## src/rtl/mem_arbiter.sv

```systemverilog
// Two-port memory arbiter: instruction and data requesters share one RAM port.
// Each transfer is a fixed LAT-cycle RAM access followed by a one-cycle hit pulse.
module mem_arbiter #(
   parameter int LAT = 2,
   parameter int AW  = 32,
   parameter int DW  = 32
) (
   input  logic          CLK,
   input  logic          RST,
   input  logic          iREN,
   input  logic [AW-1:0] iaddr,
   output logic [DW-1:0] iload,
   output logic          ihit,
   input  logic          dREN,
   input  logic          dWEN,
   input  logic [AW-1:0] daddr,
   input  logic [DW-1:0] dstore,
   output logic [DW-1:0] dload,
   output logic          dhit,
   output logic          ramREN,
   output logic          ramWEN,
   output logic [AW-1:0] ramaddr,
   output logic [DW-1:0] ramstore,
   input  logic [DW-1:0] ramload
);

   localparam logic [1:0] IDLE  = 2'd0;
   localparam logic [1:0] IBUSY = 2'd1;
   localparam logic [1:0] DBUSY = 2'd2;
   localparam logic [1:0] DONE  = 2'd3;
   localparam logic [3:0] CNT_INIT = 4'(LAT - 1);

   logic [1:0]    state_q, state_d;
   logic [3:0]    cnt_q, cnt_d;
   logic          gnt_data_q, gnt_data_d;   // current (and therefore last) grant went to data side
   logic          wr_q, wr_d;
   logic [AW-1:0] addr_q, addr_d;
   logic [DW-1:0] store_q, store_d;
   logic [DW-1:0] iload_q, iload_d;
   logic [DW-1:0] dload_q, dload_d;
   logic          dreq;

   assign dreq = dREN | dWEN;

   always_comb begin
      state_d    = state_q;
      cnt_d      = cnt_q;
      gnt_data_d = gnt_data_q;
      wr_d       = wr_q;
      addr_d     = addr_q;
      store_d    = store_q;
      iload_d    = iload_q;
      dload_d    = dload_q;
      unique case (state_q)
         IDLE: begin
            // Data wins a tie unless it also won the previous grant.
            if (dreq && !(iREN && gnt_data_q)) begin
               state_d    = DBUSY;
               cnt_d      = CNT_INIT;
               gnt_data_d = 1'b1;
               wr_d       = dWEN;
               addr_d     = daddr;
               store_d    = dstore;
            end else if (iREN) begin
               state_d    = IBUSY;
               cnt_d      = CNT_INIT;
               gnt_data_d = 1'b0;
               wr_d       = 1'b0;
               addr_d     = iaddr;
               store_d    = '0;
            end
         end
         IBUSY, DBUSY: begin
            if (cnt_q == 4'd0) begin
               state_d = DONE;
               if (state_q == IBUSY) begin
                  iload_d = ramload;
               end else if (!wr_q) begin
                  dload_d = ramload;
               end
            end else begin
               cnt_d = cnt_q - 4'd1;
            end
         end
         default: begin
            state_d = IDLE;
         end
      endcase
   end

   always_ff @(posedge CLK or posedge RST) begin
      if (RST) begin
         state_q    <= IDLE;
         cnt_q      <= 4'd0;
         gnt_data_q <= 1'b0;
         wr_q       <= 1'b0;
         addr_q     <= '0;
         store_q    <= '0;
         iload_q    <= '0;
         dload_q    <= '0;
      end else begin
         state_q    <= state_d;
         cnt_q      <= cnt_d;
         gnt_data_q <= gnt_data_d;
         wr_q       <= wr_d;
         addr_q     <= addr_d;
         store_q    <= store_d;
         iload_q    <= iload_d;
         dload_q    <= dload_d;
      end
   end

   // RAM side is decoded from state so an asynchronous reset drops strobes at once.
   assign ramREN   = (state_q == IBUSY) || ((state_q == DBUSY) && !wr_q);
   assign ramWEN   = (state_q == DBUSY) && wr_q;
   assign ramaddr  = ((state_q == IBUSY) || (state_q == DBUSY)) ? addr_q : '0;
   assign ramstore = ramWEN ? store_q : '0;

   assign ihit  = (state_q == DONE) && !gnt_data_q;
   assign dhit  = (state_q == DONE) && gnt_data_q;
   assign iload = iload_q;
   assign dload = dload_q;

endmodule
```

## config.mk

```make
export PLATFORM = sky130hd
export DESIGN_NAME = mem_arbiter
export DESIGN_NICKNAME = d
export VERILOG_FILES = /design/src/rtl/mem_arbiter.sv
export SDC_FILE = /design/constraint.sdc
export NUM_CORES = 1
export LEC_CHECK = 0
export BUFFER_PORTS_ARGS = -buffer_cell sky130_fd_sc_hd__buf_2
export CAP_MARGIN = 20
export CORE_MARGIN = 5
export CORE_UTILIZATION = 52
export DETAILED_ROUTE_END_ITERATION = 10
export GPL_TIMING_DRIVEN = 0
export PLACE_DENSITY = 0.86
export SLEW_MARGIN = 10
export SYNTH_ARGS = -nofsm -noshare
export SYNTH_HDL_FRONTEND = slang
export SYNTH_SLANG_ARGS = --single-unit
export TNS_END_PERCENT = 20
```

## constraint.sdc

```tcl
create_clock -name CLK -period 10.9 [get_ports CLK]
set_input_delay 2.18 -clock CLK [delete_from_list [all_inputs] [get_ports CLK]]
set_output_delay 2.18 -clock CLK [all_outputs]
set_load 0.03 [all_outputs]
```

== Word level (Yosys, flattened, before mapping) ==
Cells that the tools add are included.

* Flip-flop bits (word level): 136
* Logic and storage cells: 56
* Output and inout bits: 132

* Muxes and demuxes: 17
* Add/subtract/negate cells: 1
* Bitwise operators: 3
* Equality and inequality tests: 6
* Reduce and logical (&&, ||, !) cells: 21

{| class="wikitable"
|+ Operator list
! kind !! count
|-
| $mux 32 || 6
|-
| $mux 4 || 3
|-
| $pmux 4 s2 || 1
|-
| $logic_and 1x1->1 || 6
|-
| $mux 2 || 3
|-
| $reduce_and 3->1 || 2
|-
| $eq 2x2->1 const B || 2
|-
| $logic_not 4->1 || 1
|-
| $ne 2x2->1 const B || 2
|-
| $pmux 2 s2 || 1
|-
| $reduce_and 2->1 || 2
|-
| $reduce_and 4->1 || 1
|-
| $reduce_bool 2->1 || 2
|-
| $sub 4x1->4 const B || 1
|-
| $logic_not 1->1 || 3
|-
| $mux 1 || 3
|-
| $ne 3x3->1 const B || 1
|-
| $eq 2x1->1 const B || 1
|-
| $logic_not 2->1 || 1
|-
| $logic_or 1x1->1 || 2
|-
| $not 1->1 || 2
|-
| $reduce_or 2->1 || 1
|-
| $or 1x1->1 || 1
|}

== Logic depth before layout (Yosys ltp) ==
Gate-level depths: netlist of run 1.

* Depth after elaboration: 5
* Mapped depth: 7
* Depth with buffers taken out: 6

== Worst setup path before layout of run 1 ==
No wires, ideal clock.

* Path kind: register to output
* Start point: register state_q[1]
* End point: output ramaddr[0]
* Buffers on the path: 2
* Data arrival time: 1.573 ns
* Cell stages (with the launch flop): 6
* Slack: 7.147 ns
* Cells stage by stage: dfrtp_1 -> inv_1 -> ha_1 -> buf_2 -> clkbuf_1 -> and2_1

* Longest elaborated chain between the ends: 3
* Elaborated cells on any way between the ends: 4

{| class="wikitable"
|+ RTL lines
! what !! RTL line !! source
|-
| from (decl) || 33 || <nowiki>logic [1:0] state_q, state_d;</nowiki>
|-
| from (signal assigned) || 102 || <nowiki>state_q <= state_d;</nowiki>
|-
| $eq 2x1->1 / $eq 2x2->1 (equally long branches) || 116 || <nowiki>assign ramaddr = ((state_q == IBUSY) || (state_q == DBUSY)) ? addr_q : '0;</nowiki>
|-
| $logic_or 1x1->1 * || 116 ||
|-
| $mux 32 * || 116 ||
|-
| to (decl) || 22 || <nowiki>output logic [AW-1:0] ramaddr,</nowiki>
|}

Mark *: on every way between the ends. The rest lies on a longest branch, timed or not.

== Worst setup path in the final report of run 1 ==
* Start point: register state_q[0]
* End point: output ramaddr[31]

The elaborated chain is that of the path after synthesis.

==> impl_metrics.csv, run 1 <==
group,metric,value,unit
status,status,"complete, no violations",
power,power.clock.fraction,20.4,%
sta,setup_viol,0,
global_routing,grt_pass1_wl,27000,um
routing,wl_per_cell,18.0,um
floorplan,die_w,120,um
clocking,cts.clk_slew.worst_paths,0.06,ns
routing,wirelength,16700,um
setup_path,r2r_slack,9.00,ns
routing,drtPass1Iterations,4,
sta,fmaxAchievable,223,MHz
power,total_power,2.87,mW
setup_path,endpoint_kind,"output pin",
setup_path,max_stage_delay,0.40,ns
finish,instances_no_fill,924,
finish,postLayoutCoreUtil,70.8,%
setup_path,crit_type,"reg2out",
routing,route.antenna.remaining_nets,0,
sta,hold_viol_final,0,
sta,fin_crit_sh,41.1,%
placed_design,port_buffers,264,
setup_path,cp.required,8.72,ns
hold_path,hold_end,"addr_q[8]$_DFFE_PP0P_",
logic_synthesis,synth_seq_cells,136,
finish,regArea,3400,um2
setup_path,path_max_fanout,10,
power,p_int,1.65,mW
power,switching_power,1.21,mW
setup_path,cp-startpoint,"state_q[0]$_DFFE_PP0P_",
sta,grt_setup_unrepaired,"no",
power,p_per_area,340,nW/um2
clocking,insertion_delay,0.41,ns
logic_synthesis,syn_area,6280,um2
finish,final_nets,904,
floorplan,die_y,120,um
sta,drv_slew,0,
power,p_leak,4.65,nW
clocking,cts_inserted_buffers,17,
finish,final_cell_mix,"buf_2 (271), dfrtp_1 (136), mux2_4 (60)",
global_routing,grt_overflow_total,0,
global_routing,antenna_found_initial,0,
sta,relSlewSlack,57.5,%
logic_synthesis,synth_seq_area_share,54.2,%
finish,final_common_cell,"buf_2",
setup_path,r2r_cells,6,
logic_synthesis,yosysUniqueCellTypes,40,
setup_path,worstSetupStartpointType,"flip-flop",
logic_synthesis,synth_cells,480,
logic_synthesis,syn-num-nets,620,
finish,n_fill_cell,825,
placed_design,place_congestion,0.877,
logic_synthesis,synth_enable_flop_cells,0,
logic_synthesis,ys_async_sr_fraction,100,%
placed_design,dp_hpwl,12500,um
power,swShare,42.3,%
routing,vias,4963,
setup_path,rr_endpoint,"dload[21]$_DFFE_PP0P_",
finish,drive_above_1_share,49.9,%
routing,drc,0,
clocking,cts_tree,"built",
hold_path,hp-class,"reg2reg",
floorplan,rows,40,
routing,viasPerCell,5.37,
clocking,ctsLongestPathBuffers,2,
finish,multi_input_area,2660,um2
placed_design,placedCellCount,892,
logic_synthesis,yosys_warnings,0,
sta,fin_crit,4.48,ns
setup_path,crit_chain,"inv_1 -> ha_1 -> buf_2 -> clkbuf_1 -> and2_1 -> buf_2",
logic_synthesis,synthFlopType,"dfrtp_1",
clocking,htree_levels,4,
sta,tightest_slew,0.637,ns
floorplan,core_area,11900,um2
global_routing,grt_max_degree,70,
hold_path,min_path_cells,2,
clocking,cts_post_setup_buffers_inserted,0,
floorplan,initial_core_util,52.7,%
floorplan,die_area,14400,um2
finish,insertedDiodeCount,0,
clocking,postCtsHoldBufs,0,
power,ir_drop,0.216,mV
setup_path,critPathSlowestCell,"dfrtp_1",
routing,dr.first_iter.drc_count,322,
setup_path,timing.rr.start,"cnt_q[0]$_DFFE_PP0P_",
logic_synthesis,synth_area_per_cell,13.1,um2
hold_path,worstHoldStart,"addr_q[8]$_DFFE_PP0P_",
sta,clock_skew,0.00765,ns
power,power_frac_seq,31.2,%
clocking,cts_root_buf,"clkbuf_16",
global_routing,track_usage,23.5,%
setup_path,path_common_cell,"buf_2",
clocking,cts_resized,0,
flow_run,cap_viol_max_count,0,
power,comb_power_share,48.4,%
clocking,cts.sinks,136,
setup_path,critPathArrivalTime,2.30,ns
sta,finalSetupTns,0,ns
finish,synthToLayoutAreaGrowth,34.2,%
floorplan,boundaryPins,265,
global_routing,first_global_vias,5324,
synthesized netlist by cell type (2+ instances only):
cell type,number,area (um2)
dfrtp_1,136,3400
mux2_4,60,901
nand2_1,38,143
and2_1,34,213
a22o_1,33,289
mux2i_1,33,330
and3_1,32,200
o21ai_0,31,155
clkbuf_1,17,63.8
buf_2,7,35.0
ha_1,7,87.6
inv_1,7,26.3
buf_6,6,67.6
mux2_2,4,45.0
a21o_1,2,15.0
a21oi_1,2,10.0
a22oi_1,2,15.0
buf_4,2,15.0
nand3_4,2,35.0
nand3b_1,2,15.0
nor3_1,2,10.0
o21ai_1,2,10.0
or2_2,2,12.5
worst max-delay path: cells and delay by family (launching register included):
kind / cells / cell delay, ns
simple gates: 1 / 0.21
buf+inv: 4 / 0.94
flops: 1 / 0.40
fa+ha+maj: 1 / 0.34
metrics by stage:
stage          hold WS, ns  worst slack, ns  area (um2)
2_1_floorplan        0.442             5.08        6280
3_3_place_gp         0.454             3.84        7790
3_5_place_dp         0.463             6.85        7820
4_1_cts              0.476             6.39        8430
5_1_grt              0.491             6.24        8430
6_report             0.473             6.42        8430
routing by layer:
layer,GRT usage [%],part of all wire [%],up-vias,wire (um)
li1,-,-,2267,-
met2,39.3,50,225,8410
met4,7.44,1.5,0,252
met3,6.64,7.5,22,1250
met1,29.7,41,2449,6770
met5,0,0,-,0
flip-flops by register name, indices dropped and copies added (netlist names):
register,flops
store_q,32
dload,32
gnt_data_q,1
cnt_q,4
addr_q,32
iload,32
state_q,2
wr_q,1
how the worst max path moves through the flow:
stage / to / slack, ns
CTS: ramaddr[0] / 6.39
finish: ramaddr[31] / 6.42
global route: ramaddr[2] / 6.24
global placement: store_q[9]$_DFFE_PP0P_ / 3.84
detailed placement: ramaddr[0] / 6.85
floorplan: addr_q[0]$_DFFE_PP0P_ / 5.08
cell families (layout without fill, tap and decap cells):
family                   count (synthesis)  count (layout)  synth area share, %
AO/OA/AOI/OAI                           79              79                 9.30
adder cells (fa/ha/maj)                  7               7                 1.39
buffers and inverters                   40             337                 3.43
flip-flops                             136             136                 54.2
multiplexers                            97              97                 20.3
AND/OR/NAND/NOR                        121             121                 11.4
layout make-up:
class                           count  share of cell area, %
Clock inverter                     14                   2.05
Timing Repair Buffer              265                   16.0
Buffer                             33                   2.24
Tap cell                          147                   2.18
Clock buffer                       18                   5.21
Multi-Input combinational cell    304                   31.6
Inverter                            7                  0.371
Sequential cell                   136                   40.4
power groups by stage:
stage               combinational [mW]  clock, mW  sequential [mW]
finish                            1.39      0.586            0.895
global route                      1.48      0.623            0.921
CTS                               1.40      0.598            0.892
detailed placement                1.39          0            0.895
global placement                  1.35          0            0.878
floorplan                        0.765          0             1.11
Power figures use the tool's default switching activity.
==> run 2, diff against run 1 <==
ABC_AREA = 1   (was default)
CORE_UTILIZATION = 44   (was 52)
PLACE_DENSITY = 0.77   (was 0.86)
clock period = 4 ns   (was 10.9 ns; I/O delays follow)
==> run 2 against run 1 <==
  * Wire length grew 3.8%
  * Highest routed layer unchanged
  * Sequential share of layout area shrank 1.5 points
  * Sequential power grew to 2.7 times the previous value
  * Largest power group unchanged
  * Critical endpoint is now ramaddr[16]
  * Flip-flop and latch count is the same
  * Critical path type unchanged
  * Hold slack gained 0.0030 ns
==> impl_metrics.csv, run 2 <==
group,metric,value,unit
status,status,"complete, no violations",
logic_synthesis,syn-num-nets,907,
placed_design,dp_hpwl,13400,um
sta,hold-worst-slack,0.476,ns
routing,route.antenna.remaining_nets,0,
routing,wl_met3,1210,um
logic_synthesis,synth_area_per_cell,8.52,um2
logic_synthesis,yosys_warnings,0,
global_routing,antenna_found_initial,0,
setup_path,worstSetupEndpoint,"ramaddr[16]",
placed_design,port_buffers,264,
floorplan,rows,44,
global_routing,grt_overflow_total,0,
routing,drt-met1-wl,7150,um
logic_synthesis,synth_seq_area_share,52.1,%
clocking,cts.clk_slew.worst_paths,0.05,ns
sta,clock_skew,0.00592,ns
setup_path,r2r_slack,2.29,ns
finish,final_nets,1193,
finish,n_fill_cell,1293,
setup_path,r2r_cells,7,
logic_synthesis,synth_enable_flop_cells,0,
power,comb_power_share,51.8,%
sta,drv_slew,0,
sta,hold_viol_final,0,
routing,wirelength,17300,um
finish,insertedDiodeCount,0,
floorplan,die_y,132,um
global_routing,track_usage,20.0,%
setup_path,critPathSlowestCell,"dfrtp_1",
sta,setup_viol,0,
finish,final_common_cell,"buf_2",
setup_path,rr_endpoint,"store_q[15]$_DFFE_PP0P_",
power,ir_drop,0.523,mV
logic_synthesis,synth_cells,767,
floorplan,die_w,132,um
clocking,cts_tree,"built",
clocking,htree_levels,4,
power,p_int,4.42,mW
routing,viasPerCell,4.64,
sta,finalSetupTns,0,ns
setup_path,cp.required,3.20,ns
power,power_frac_seq,28.7,%
hold_path,hp-class,"reg2reg",
logic_synthesis,yosysUniqueCellTypes,25,
sta,grt_setup_unrepaired,"no",
setup_path,endpoint_kind,"output pin",
logic_synthesis,ys_async_sr_fraction,100,%
flow_run,cap_viol_max_count,0,
logic_synthesis,synth.top_cell.area_share,52.1,%
routing,routed.top_layer,"met4",
logic_synthesis,synthTopCellsByArea,"dfrtp_1 (52%), nand2_1 (14%), o21ai_2 (8.6%), inv_1 (8.4%), o211ai_1 (3.7%)",
sta,tightest_slew,0.691,ns
clocking,cts_root_buf,"clkbuf_16",
logic_synthesis,syn_area,6530,um2
sta,fin_crit,2.91,ns
floorplan,boundaryPins,265,
global_routing,first_global_vias,5911,
setup_path,crit_chain,"inv_1 -> ha_1 -> buf_6 -> buf_2 -> nand2_1 -> inv_1 -> buf_2",
setup_path,crit_type,"reg2out",
setup_path,max_stage_delay,0.42,ns
power,p_leak,5.18,nW
floorplan,core_area,14500,um2
logic_synthesis,synth_seq_cells,136,
finish,drive_above_1_share,38.1,%
clocking,ctsLongestPathBuffers,2,
clocking,cts_resized,0,
setup_path,path_max_fanout,10,
sta,fmaxAchievable,343,MHz
clocking,cts_inserted_buffers,17,
setup_path,worstSetupStartpointType,"flip-flop",
setup_path,cp-startpoint,"state_q[0]$_DFFE_PP0P_",
power,p_per_area,947,nW/um2
placed_design,place_area,8150,um2
clocking,postCtsHoldBufs,0,
routing,dr.first_iter.drc_count,281,
logic_synthesis,synth_largest_area_cell,"dfrtp_1",
logic_synthesis,yosysMostFrequentCell,"nand2_1",
finish,final_cell_mix,"buf_2 (277), nand2_1 (249), inv_1 (145)",
setup_path,critPathArrivalTime,2.11,ns
finish,finalInstanceArea,8760,um2
setup_path,timing.rr.start,"state_q[0]$_DFFE_PP0P_",
power,swShare,46.7,%
power,power.clock.fraction,19.5,%
sta,fin_crit_sh,72.9,%
power,switching_power,3.88,mW
global_routing,grt_pass1_wl,28600,um
finish,synthToLayoutAreaGrowth,34.1,%
routing,wl_met2,8640,um
logic_synthesis,synthFlopType,"dfrtp_1",
routing,drc,0,
routing,wl_per_cell,13.9,um
global_routing,grt_max_degree,40,
floorplan,initial_core_util,44.9,%
placed_design,place_congestion,0.817,
floorplan,die_area,17400,um2
routing,vias,5805,
sta,relSlewSlack,53.8,%
clocking,cts.sinks,136,
clocking,insertion_delay,0.41,ns
routing,drtPass1Iterations,6,
clocking,cts_post_setup_buffers_inserted,0,
logic_synthesis,synth_top_cells_by_count,"nand2_1 (249), inv_1 (146), dfrtp_1 (136)",
-- run 2: cell count changes after synthesis, sizes merged, moves of 34 or more --
cell	change
nand2	+214
inv	+140
o21ai	+68
mux2	-64
nor2	+38
and2	-34
-- run 2: area by class of cell --
class | count | area, um2 | area share, %
Tap cell | 184 | 230 | 2.63
Clock buffer | 20 | 437 | 4.98
Clock inverter | 12 | 176 | 2.01
Timing Repair Buffer | 267 | 1380 | 15.8
Buffer | 38 | 287 | 3.27
Sequential cell | 136 | 3400 | 38.8
Multi-Input combinational cell | 445 | 2290 | 26.1
Inverter | 148 | 561 | 6.40
-- run 2: routing by layer --
layer / GRT usage (%) / vias to the layer above
met5: 0 / -
met4: 6.97 / 0
met3: 5.34 / 26
met2: 34.2 / 207
met1: 24.4 / 2659
li1: - / 2913
-- run 2: how the worst min path moves through the flow --
stage	cells past startpoint	to	slack [ns]	start
after global placement	2	iload[30]$_DFFE_PP0P_	0.46	iload[30]$_DFFE_PP0P_
after floorplan	2	addr_q[29]$_DFFE_PP0P_	0.45	addr_q[29]$_DFFE_PP0P_
final	2	dload[30]$_DFFE_PP0P_	0.48	dload[30]$_DFFE_PP0P_
after detailed placement	2	dload[10]$_DFFE_PP0P_	0.46	dload[10]$_DFFE_PP0P_
after CTS	2	dload[10]$_DFFE_PP0P_	0.48	dload[10]$_DFFE_PP0P_
after global routing	2	dload[2]$_DFFE_PP0P_	0.49	dload[2]$_DFFE_PP0P_
-- run 2: logic make-up after synthesis --
kind of cell	after synthesis	synth area share [%]
AND/OR/NAND/NOR	301	18.1
buffers and inverters	186	12.9
AO/OA/AOI/OAI	137	15.5
flip-flops	136	52.1
adder cells (fa/ha/maj)	7	1.34
-- run 2: stage by stage --
| step | power [mW] | instances | utilization (%) | setup slack [ns] |
|---|---|---|---|---|
| after global placement | 6.63 | 1215 | 55.6 | 0.609 |
| after floorplan | 5.47 | 767 | - | 1.51 |
| after detailed placement | 6.72 | 1218 | 56.1 | 1.51 |
| final | 8.29 | 1250 | 60.3 | 1.09 |
| after CTS | 8.38 | 1250 | 60.3 | 1.06 |
| after global routing | 8.90 | 1250 | 60.3 | 0.952 |
-- run 2: worst max-delay path, delay by kind of cell (launching register included) --
kind | cells | cell delay [ns]
flops | 1 | 0.42
buf+inv | 5 | 0.77
simple gates | 1 | 0.11
fa+ha+maj | 1 | 0.41
-- run 2: power groups by stage --
| stage | logic, mW | registers [mW] | clock network, mW |
|---|---|---|---|
| 2_1_floorplan | 2.46 | 3.01 | 0 |
| 3_3_place_gp | 4.26 | 2.37 | 0 |
| 3_5_place_dp | 4.33 | 2.39 | 0 |
| 4_1_cts | 4.35 | 2.38 | 1.65 |
| 5_1_grt | 4.72 | 2.46 | 1.71 |
| 6_report | 4.30 | 2.38 | 1.62 |
==> run 3, diff against run 2 <==
ABC_AREA = 0   (was 1)
CORE_UTILIZATION = 48   (was 44)
PLACE_DENSITY = 0.8   (was 0.77)
clock period = 2.9 ns   (was 4 ns; I/O delays follow)
==> run 3 against run 2 <==
  * Clock skew is 0.0042 ns higher
  * Critical path type unchanged
  * Combinational power is 22% higher
  * Core utilization is 6.7 points higher
  * Sequential share of layout area is 1.1 points higher
  * First-iteration DRC count is 13% lower
  * Sequential power is 41% higher
  * Count of clock-buffer cells in the layout is 2 higher
  * Register-to-register slack worse by 1.3 ns
  * Setup slack worse by 0.92 ns
  * Largest power group unchanged
  * Non-clock buffer count is 4 lower
  * Total power is 30% higher
==> impl_metrics.csv, run 3 (synthesis results as in run 1) <==
group,metric,value,unit
placed_design,dp_hpwl,12900,um
setup_path,crit_chain,"inv_1 -> ha_1 -> buf_2 -> clkbuf_2 -> and2_1 -> buf_2",
routing,vias,4960,
setup_path,r2r_cells,6,
finish,drive_above_1_share,50.4,%
setup_path,path_common_cell,"buf_2",
finish,synthToLayoutAreaGrowth,35.6,%
routing,route.antenna.remaining_nets,0,
setup_path,rr_endpoint,"dload[30]$_DFFE_PP0P_",
sta,fmaxAchievable,365,MHz
global_routing,grt_pass1_wl,27900,um
floorplan,core_area,12700,um2
sta,tightest_slew,0.444,ns
routing,drc,0,
placed_design,dp_slack,0.406,ns
power,p_leak,4.69,nW
clocking,cts.clk_slew.worst_paths,0.06,ns
power,total_power,10.8,mW
floorplan,die_area,15500,um2
flow_run,cap_viol_max_count,0,
setup_path,critPathArrivalTime,2.16,ns
placed_design,port_buffers,264,
placed_design,place_congestion,0.847,
sta,finalSetupTns,0,ns
sta,fin_crit_sh,94.4,%
routing,wl_per_cell,17.9,um
routing,viasPerCell,5.22,
global_routing,grt_overflow_total,0,
status,status,"complete, no violations",
hold_path,hp-class,"in2async",
setup_path,crit_type,"reg2out",
floorplan,initial_core_util,49.4,%
clocking,cts.sinks,136,
finish,postLayoutCoreUtil,67.0,%
routing,wirelength,17000,um
floorplan,rows,41,
setup_path,worstSetupStartpointType,"flip-flop",
placed_design,place_area,7910,um2
clocking,insertion_delay,0.41,ns
finish,finalInstanceArea,8520,um2
global_routing,antenna_found_initial,0,
global_routing,grt_max_degree,40,
global_routing,track_usage,22.1,%
setup_path,critPathSlowestCell,"dfrtp_1",
finish,final_common_cell,"buf_2",
finish,final_cell_mix,"buf_2 (271), dfrtp_1 (136), mux2_4 (60)",
setup_path,endpoint_kind,"output pin",
floorplan,boundaryPins,265,
setup_path,r2r_slack,0.97,ns
sta,worst_slack,0.162,ns
finish,final_nets,907,
clocking,cts_inserted_buffers,17,
placed_design,placedCellCount,920,
sta,relSlewSlack,70.4,%
routing,drtPass1Iterations,4,
global_routing,first_global_vias,5545,
finish,n_fill_cell,966,
setup_path,cp.required,2.32,ns
clocking,cts_tree,"built",
sta,hold-worst-slack,0.138,ns
clocking,cts_root_buf,"clkbuf_16",
sta,drv_slew,0,
sta,hold_viol_final,0,
setup_path,timing.rr.start,"cnt_q[0]$_DFFE_PP0P_",
sta,clock_skew,0.0101,ns
setup_path,path_max_fanout,10,
finish,insertedDiodeCount,0,
power,ir_drop,0.667,mV
finish,instances_no_fill,950,
floorplan,die_y,124,um
sta,fin_crit,2.74,ns
sta,setup_viol,0,
clocking,ctsLongestPathBuffers,2,
clocking,cts_post_setup_buffers_inserted,0,
floorplan,die_w,124,um
power,p_per_area,1270,nW/um2
clocking,htree_levels,4,
setup_path,max_stage_delay,0.40,ns
sta,grt_setup_unrepaired,"no",
routing,dr.first_iter.drc_count,244,
run 3: cell types whose count changed in the layout (fill, tap and decap cells not counted), moves of 33 or more:
| cell | before | now |
|---|---|---|
| a22o_1 | 0 | 33 |
| nand2_1 | 249 | 38 |
| nor2_1 | 38 | 1 |
| o21ai_2 | 64 | 0 |
| and2_1 | 0 | 34 |
| mux2_4 | 0 | 60 |
| inv_1 | 145 | 6 |
| mux2i_1 | 0 | 33 |
run 3: critical path, delay by kind of cell, from the launching register on:
family / cells / cell delay, ns
buf+inv: 4 / 0.83
flops: 1 / 0.40
fa+ha+maj: 1 / 0.34
simple gates: 1 / 0.18
run 3: metal layers:
layer	GRT usage, %	share of wire, %	up-vias
met5	0	0	-
met4	8.06	2.3	0
met3	7.16	6.7	30
met2	36.9	50	226
met1	26.7	41	2429
li1	-	-	2275
run 3: layout make-up:
cell class                      instances  area, um2  share of cell area, %
Clock buffer                           22        484                   5.68
Tap cell                              172        215                   2.53
Multi-Input combinational cell        304       2660                   31.3
Sequential cell                       136       3400                   40.0
Buffer                                 33        194                   2.28
Clock inverter                          8        120                   1.41
Inverter                                7       30.0                  0.353
Timing Repair Buffer                  268       1410                   16.5
run 3: what timing repair did:
item / 4_1_cts / 5_1_grt
hold buffers: 0 / 0
gates cloned: 0 / 0
resized for setup: 1 / 6
setup endpoints to repair: 4 / 28
run 3: where the power goes:
| part | switching (mW) | internal [mW] |
|---|---|---|
| logic | 3.20 | 2.03 |
| clock network | 0.773 | 1.43 |
| registers | 0.539 | 2.83 |
run 3: how the worst max path moves through the flow:
stage                                 startpoint                       to  slack [ns]
after floorplan                              RST    addr_q[0]$_DFFE_PP0P_        0.63
after global routing      state_q[1]$_DFFE_PP0P_               ramaddr[2]        0.03
after detailed placement  state_q[1]$_DFFE_PP0P_               ramaddr[2]        0.41
final                     state_q[1]$_DFFE_PP0P_              ramaddr[31]        0.16
after global placement                       RST  store_q[17]$_DFFE_PP0P_       -0.09
after CTS                 state_q[1]$_DFFE_PP0P_              ramaddr[23]        0.02
